--- src/rtl/score_pkg.sv ---
// score_pkg: shared definitions for the score display digit converter.
//   DIGIT_W      - default width of one published digit (renderer value port)
//   digit_t      - one published digit
//   bcd_state_e  - converter FSM states
//   bcd_nibbles  - number of BCD nibbles needed to hold a bin_w-bit value
package score_pkg;

  localparam int DIGIT_W = 12;

  typedef logic [DIGIT_W-1:0] digit_t;

  typedef enum logic [1:0] {
    ST_IDLE   = 2'd0,
    ST_SHIFT  = 2'd1,
    ST_COMMIT = 2'd2
  } bcd_state_e;

  // ceil(bin_w * log10(2)) using a fixed-point approximation of log10(2).
  function automatic int bcd_nibbles(input int bin_w);
    return (bin_w * 30103 + 99999) / 100000;
  endfunction

endpackage

--- src/rtl/bcd_dabble_step.sv ---
// bcd_dabble_step: one combinational double-dabble step.
//   i_scratch  - NS BCD nibbles before the step
//   i_bit      - next binary bit (MSB first) shifted in at the bottom
//   o_scratch  - nibbles after add-3 correction and 1-bit left shift
//   o_carry    - bit shifted out of the top nibble (zero when NS is sized correctly)
module bcd_dabble_step #(
  parameter int NS = 5
) (
  input  logic [4*NS-1:0] i_scratch,
  input  logic            i_bit,
  output logic [4*NS-1:0] o_scratch,
  output logic            o_carry
);

  logic [4*NS-1:0] w_adj;

  genvar gi;
  generate
    for (gi = 0; gi < NS; gi++) begin : g_nib
      // A nibble of 5..9 would become >=10 after doubling; pre-add 3 so the
      // shift carries into the next decade instead.
      assign w_adj[4*gi +: 4] = (i_scratch[4*gi +: 4] >= 4'd5) ?
                                (i_scratch[4*gi +: 4] + 4'd3) :
                                i_scratch[4*gi +: 4];
    end
  endgenerate

  assign {o_carry, o_scratch} = {w_adj, i_bit};

endmodule

--- src/rtl/score_bcd_digits.sv ---
// score_bcd_digits: frame-synchronous binary to decimal digit converter.
// On each rising edge of i_v_sync (while idle) i_value is sampled and
// converted one bit per clock; the digits are published together at commit.
//   i_clk, i_rst   - clock, synchronous active-high reset
//   i_v_sync       - frame sync, rising edge triggers a conversion
//   i_value        - binary value, sampled at the trigger only
//   o_digit        - DIGITS slices of DIGIT_W bits, slice 0 = ones digit
//   o_digit_en     - per-digit significance (leading-zero blanking)
//   o_valid        - a conversion has committed since reset
//   o_busy         - conversion in progress
//   o_done         - one-cycle pulse after a commit
//   o_overflow     - last value did not fit in DIGITS digits (shown as all 9s)
module score_bcd_digits
  import score_pkg::*;
#(
  parameter int BIN_W   = 16,
  parameter int DIGITS  = 5,
  parameter int DIGIT_W = score_pkg::DIGIT_W
) (
  input  logic                      i_clk,
  input  logic                      i_rst,
  input  logic                      i_v_sync,
  input  logic [BIN_W-1:0]          i_value,
  output logic [DIGITS*DIGIT_W-1:0] o_digit,
  output logic [DIGITS-1:0]         o_digit_en,
  output logic                      o_valid,
  output logic                      o_busy,
  output logic                      o_done,
  output logic                      o_overflow
);

  localparam int NS    = bcd_nibbles(BIN_W);
  localparam int CNT_W = $clog2(BIN_W + 1);

  bcd_state_e                r_state;
  logic                      r_vs_q;
  logic [BIN_W-1:0]          r_shreg;
  logic [4*NS-1:0]           r_scratch;
  logic [CNT_W-1:0]          r_cnt;
  logic                      r_carry;
  logic [DIGITS*DIGIT_W-1:0] r_digit;
  logic [DIGITS-1:0]         r_digit_en;
  logic                      r_valid;
  logic                      r_busy;
  logic                      r_done;
  logic                      r_overflow;

  logic                      w_trigger;
  logic [4*NS-1:0]           w_scratch_next;
  logic                      w_carry;
  logic [3:0]                w_nib [DIGITS];
  logic [DIGITS-1:0]         w_any;
  logic [DIGITS-1:0]         w_en;
  logic [DIGITS*DIGIT_W-1:0] w_fmt;
  logic                      w_hi_nz;
  logic                      w_ovf;

  assign w_trigger = i_v_sync & ~r_vs_q;

  bcd_dabble_step #(.NS(NS)) u_step (
    .i_scratch (r_scratch),
    .i_bit     (r_shreg[BIN_W-1]),
    .o_scratch (w_scratch_next),
    .o_carry   (w_carry)
  );

  // Output formatting from the finished scratch; only sampled in COMMIT.
  genvar gi;
  generate
    for (gi = 0; gi < DIGITS; gi++) begin : g_digit
      if (gi < NS) begin : g_src
        assign w_nib[gi] = r_scratch[4*gi +: 4];
      end else begin : g_pad
        assign w_nib[gi] = 4'd0;
      end

      // w_any[k]: some digit at index >= k is nonzero.
      if (gi == DIGITS - 1) begin : g_top
        assign w_any[gi] = |w_nib[gi];
      end else begin : g_chain
        assign w_any[gi] = (|w_nib[gi]) | w_any[gi+1];
      end

      assign w_en[gi] = w_any[gi] | (gi == 0);
      assign w_fmt[gi*DIGIT_W +: DIGIT_W] = w_ovf ? DIGIT_W'(9) : DIGIT_W'(w_nib[gi]);
    end

    if (NS > DIGITS) begin : g_hi
      assign w_hi_nz = |r_scratch[4*NS-1:4*DIGITS];
    end else begin : g_no_hi
      assign w_hi_nz = 1'b0;
    end
  endgenerate

  // The carry term only matters if NS were ever undersized; it keeps the
  // overflow flag truthful in that case.
  assign w_ovf = w_hi_nz | r_carry;

  always_ff @(posedge i_clk) begin
    if (i_rst) begin
      r_state    <= ST_IDLE;
      r_vs_q     <= 1'b0;
      r_shreg    <= '0;
      r_scratch  <= '0;
      r_cnt      <= '0;
      r_carry    <= 1'b0;
      r_digit    <= '0;
      r_digit_en <= '0;
      r_valid    <= 1'b0;
      r_busy     <= 1'b0;
      r_done     <= 1'b0;
      r_overflow <= 1'b0;
    end else begin
      r_vs_q <= i_v_sync;
      r_done <= 1'b0;
      case (r_state)
        ST_IDLE: begin
          if (w_trigger) begin
            r_shreg   <= i_value;
            r_scratch <= '0;
            r_cnt     <= CNT_W'(BIN_W);
            r_carry   <= 1'b0;
            r_busy    <= 1'b1;
            r_state   <= ST_SHIFT;
          end
        end
        ST_SHIFT: begin
          r_scratch <= w_scratch_next;
          r_shreg   <= r_shreg << 1;
          r_carry   <= r_carry | w_carry;
          r_cnt     <= r_cnt - CNT_W'(1);
          if (r_cnt == CNT_W'(1)) begin
            r_state <= ST_COMMIT;
          end
        end
        ST_COMMIT: begin
          r_digit    <= w_fmt;
          r_digit_en <= w_ovf ? '1 : w_en;
          r_overflow <= w_ovf;
          r_valid    <= 1'b1;
          r_done     <= 1'b1;
          r_busy     <= 1'b0;
          r_state    <= ST_IDLE;
        end
        default: r_state <= ST_IDLE;
      endcase
    end
  end

  assign o_digit    = r_digit;
  assign o_digit_en = r_digit_en;
  assign o_valid    = r_valid;
  assign o_busy     = r_busy;
  assign o_done     = r_done;
  assign o_overflow = r_overflow;

endmodule

--- config.mk ---
export PLATFORM = sky130hd
export DESIGN_NAME = score_bcd_digits
export DESIGN_NICKNAME = d
export VERILOG_FILES = /design/src/rtl/score_pkg.sv /design/src/rtl/bcd_dabble_step.sv /design/src/rtl/score_bcd_digits.sv
export SDC_FILE = /design/constraint.sdc
export NUM_CORES = 1
export LEC_CHECK = 0
export CAP_MARGIN = 25
export CORE_MARGIN = 2
export CORE_UTILIZATION = 50
export CTS_BUF_LIST = sky130_fd_sc_hd__clkbuf_16
export DETAILED_ROUTE_END_ITERATION = 10
export PLACE_DENSITY = 0.85
export RECOVER_POWER = 100
export SYNTH_ARGS = -nofsm -noshare
export SYNTH_HDL_FRONTEND = slang
export SYNTH_HIERARCHICAL = 1
export SYNTH_SLANG_ARGS = --single-unit
export TNS_END_PERCENT = 5
--- constraint.sdc ---
create_clock -name i_clk -period 1.7 [get_ports i_clk]
set_clock_uncertainty 0.1 [all_clocks]
set_input_delay 0.34 -clock i_clk [delete_from_list [all_inputs] [get_ports i_clk]]
set_output_delay 0.34 -clock i_clk [all_outputs]
set_load 0.02 [all_outputs]
==> results by group <==
Cells and area
  – Number of diodes: 0
  – Layout cells sized above 1: 0.1059
  – Commonest cells after routing, fill and taps aside: 70 x dfxtp_1, 53 x nor2_1, 43 x nand2_1, 40 x conb_1
  – Most common cell after layout, fill and taps aside: dfxtp_1
  – P&R area growth vs syn: 20.46%
  – Nets: 517
  – Post-route insts no fill: 587

Die
  – Die Ht: 88.95 microns
  – Row count: 30
  – Die area: 7912 sq um
  – # IOs: 88
  – Die X: ~89 microns
  – Initial Utilization: 0.5225
  – Core area: 6907 sq um

Yosys
  – Area of the mapped netlist: roughly 3600 sq um
  – Area leader, netlist: dfxtp_1
  – Yosys top cell area share: 0.4050
  – Syn avg cell area: 8.353 sq um
  – Library cells used by synthesis: 35
  – Sequential share of the synthesized area: 0.4050
  – FF+latch count, synth: 73
  – Top cells by area, synth: dfxtp_1 40%, buf_4 9.4%, nor2_1 5.5%
  – Synth warn: 6
  – Syn Inst Count: ~430

Clocking
  – Clk buf depth: 2
  – # clock sinks: 73
  – CTS tree: built
  – CTS root buf: clkbuf_16
  – H-tree depth: 3
  – Num CTS Buffers: 9
  – Later-pin clock latency in the skew report: ~330 ps
  – Clk slew on worst S/H paths: 50 ps
  – Hold_buf cts: 0

Global route
  – Largest net degree at the start of global routing: 59
  – Global-route wire length before repair: 12420 microns
  – Global Route Usage Sum: 0.2028
  – Vias in the first global route: between 2000 and 3000
  – Total global routing overflow: 0
  – Initial antenna violation count: 0

STA
  – RSZ-0062 raised after global routing: no
  – FMAX: 609.3 MHz
  – Final period utilization: 0.9654
  – Fin crit period: approximately 1600 ps
  – Final setup fails: 0
  – Min Hold Slack: 184.3 ps
  – Max-slew violation count: 0
  – Final hold vios: 0

Critical path
  – Worst path max stage delay: 350 ps
  – Worst path bufs/invs: 3
  – Crit Path Max Fanout: 17
  – CP Class: reg -> reg
  – Worst setup SP type: flop
  – Critical Path AT: 1760 ps
  – Worst-path cell chain: clkbuf_1, nor4b_4, buf_4, nor3_2, buf_12, a22o_1
  – Cell family with most CP delay: buffers and inverters
  – Worst Path Required: 1820 ps
  – CP endpoint kind: flop
  – Worst path slowest cell: dfxtp_2

Pwr
  – Internal: 0.003088 W
  – Clock group share of total power: 0.441
  – Leak: 1.905 nW
  – Flop pwr share: 0.442
  – Net switching power: 0.001042 W
  – Switching Share: 0.2523
  – Power Density: ~950 nW/um^2
  – VDD IR max: 0.6093 mV
  – Gate power share: 0.117
  – Overall power: 0.004130 W

Detailed routing
  – WL per Instance: about 13 microns
  – DR iter-0 viols: 165
  – First-pass iteration count of the detailed router: 4
  – Final WL: 7746 microns
  – Vias/cell: 5.194
  – Detailed-route via count: 3049
  – Residual DRC: 0
  – Post-route ant nets: 0

Place
  – I/O Buffers: 47
  – Post-DP HPWL: between 5000 and 6000 microns
  – GP Congestion: approximately 0.8
  – Placed cell count: 566

Hold path
  – Worst hold path class: in -> reg

Status
  – Status: finished clean

Flow run
  – Max cap viols: 0
routing by layer:
metal	GRT usage	vias to the layer above	wire length, microns
met5	0	-	0
met2	0.3494	89	3956
li1	-	1504	-
met3	0.06094	7	392
met1	0.2403	1449	3315
met4	0.07191	0	81
final timing paths:
path / start / endpoint / slack (ps) / cells past startpoint
max: r_state[1] / r_scratch[4] / 60 / 6
min: i_v_sync / r_vs_q / 180 / 2
max reg2reg: r_state[1] / r_scratch[4] / 60 / 6
min reg2reg: o_digit[13] / o_digit[13] / 350 / 2
cell families (layout without fill, tap and decap cells):
logic type               after synthesis  count (layout)  share of synthesized area
AND/OR/NAND/NOR                      182             182                     0.2535
multiplexers                           5               5                    0.01387
XOR/XNOR                               5               5                    0.01214
AO/OA/AOI/OAI                         72              72                     0.1311
other                                  1              40                   0.001039
buffers and inverters                 82             102                     0.1418
flip-flops                            73              73                     0.4050
adder cells (fa/ha/maj)               12              12                    0.04161
sequential cells by signal, summed over array words and instances (netlist names):
signal / flops
o_busy: 1
o_digit: 20
o_digit_en: 5
o_done: 1
o_overflow: 1
r_carry: 1
r_cnt: 5
r_scratch: 20
r_shreg: 16
r_state: 2
r_vs_q: 1
cell type report:
cell class	count	area (sq um)
Clock buffer	9	225.2
Timing Repair Buffer	73	656.9
Inverter	13	48.80
Fill cell	599	2560
Sequential cell	73	1465
Tap cell	96	120.1
Clock inverter	7	62.56
Multi-Input combinational cell	316	1768
what timing repair did:
| item | CTS | global route |
|---|---|---|
| gates cloned | 0 | 0 |
| setup endpoints to repair | 29 | 6 |
| setup buffers | 0 | 6 |
| pin swaps | 0 | 3 |
| resized for setup | 29 | 6 |
| endpoints found under the hold margin | 0 | 0 |
power groups by stage:
stage                     logic, W  registers, W  clock network (W)
after global placement    0.000454       0.00186                  0
after detailed placement  0.000474       0.00186                  0
after floorplan           0.000414       0.00186                  0
final                     0.000483       0.00183            0.00182
after global routing      0.000531       0.00184            0.00192
after CTS                 0.000472       0.00183            0.00184
cell usage after synthesis:
library cell,number
clkbuf_1,9
ha_1,12
inv_1,13
nand2_1,43
and4bb_2,1
nand3_1,6
buf_4,45
a21o_1,1
a21oi_2,5
nor3_4,1
dfxtp_1,73
nor4b_4,1
nand3b_1,10
o21ai_0,11
buf_2,10
nor2_1,53
nand2b_1,12
xnor2_1,5
a21oi_1,27
or4_1,1
buf_1,2
buf_6,3
mux2i_1,5
conb_1,1
nor3_1,28
a22o_1,16
or4b_1,2
a311oi_1,3
a211oi_1,2
nor4_1,17
or4b_2,1
o21ai_1,5
nor2b_1,3
o211ai_2,2
or3_1,3
metrics by stage:
stage / area (sq um) / util / TNS [ps] / worst slack, ps
after floorplan: 3755 / - / 0 / 206.8
after global placement: 4065 / 0.5886 / -8042 / -248.6
after detailed placement: 4076 / 0.5902 / -10080 / -328.0
after CTS: 4333 / 0.6274 / 0 / 15.22
after global routing: 4347 / 0.6293 / 0 / 7.599
final: 4347 / 0.6293 / 0 / 58.82
No activity file was read; power rests on OpenSTA's default activity.
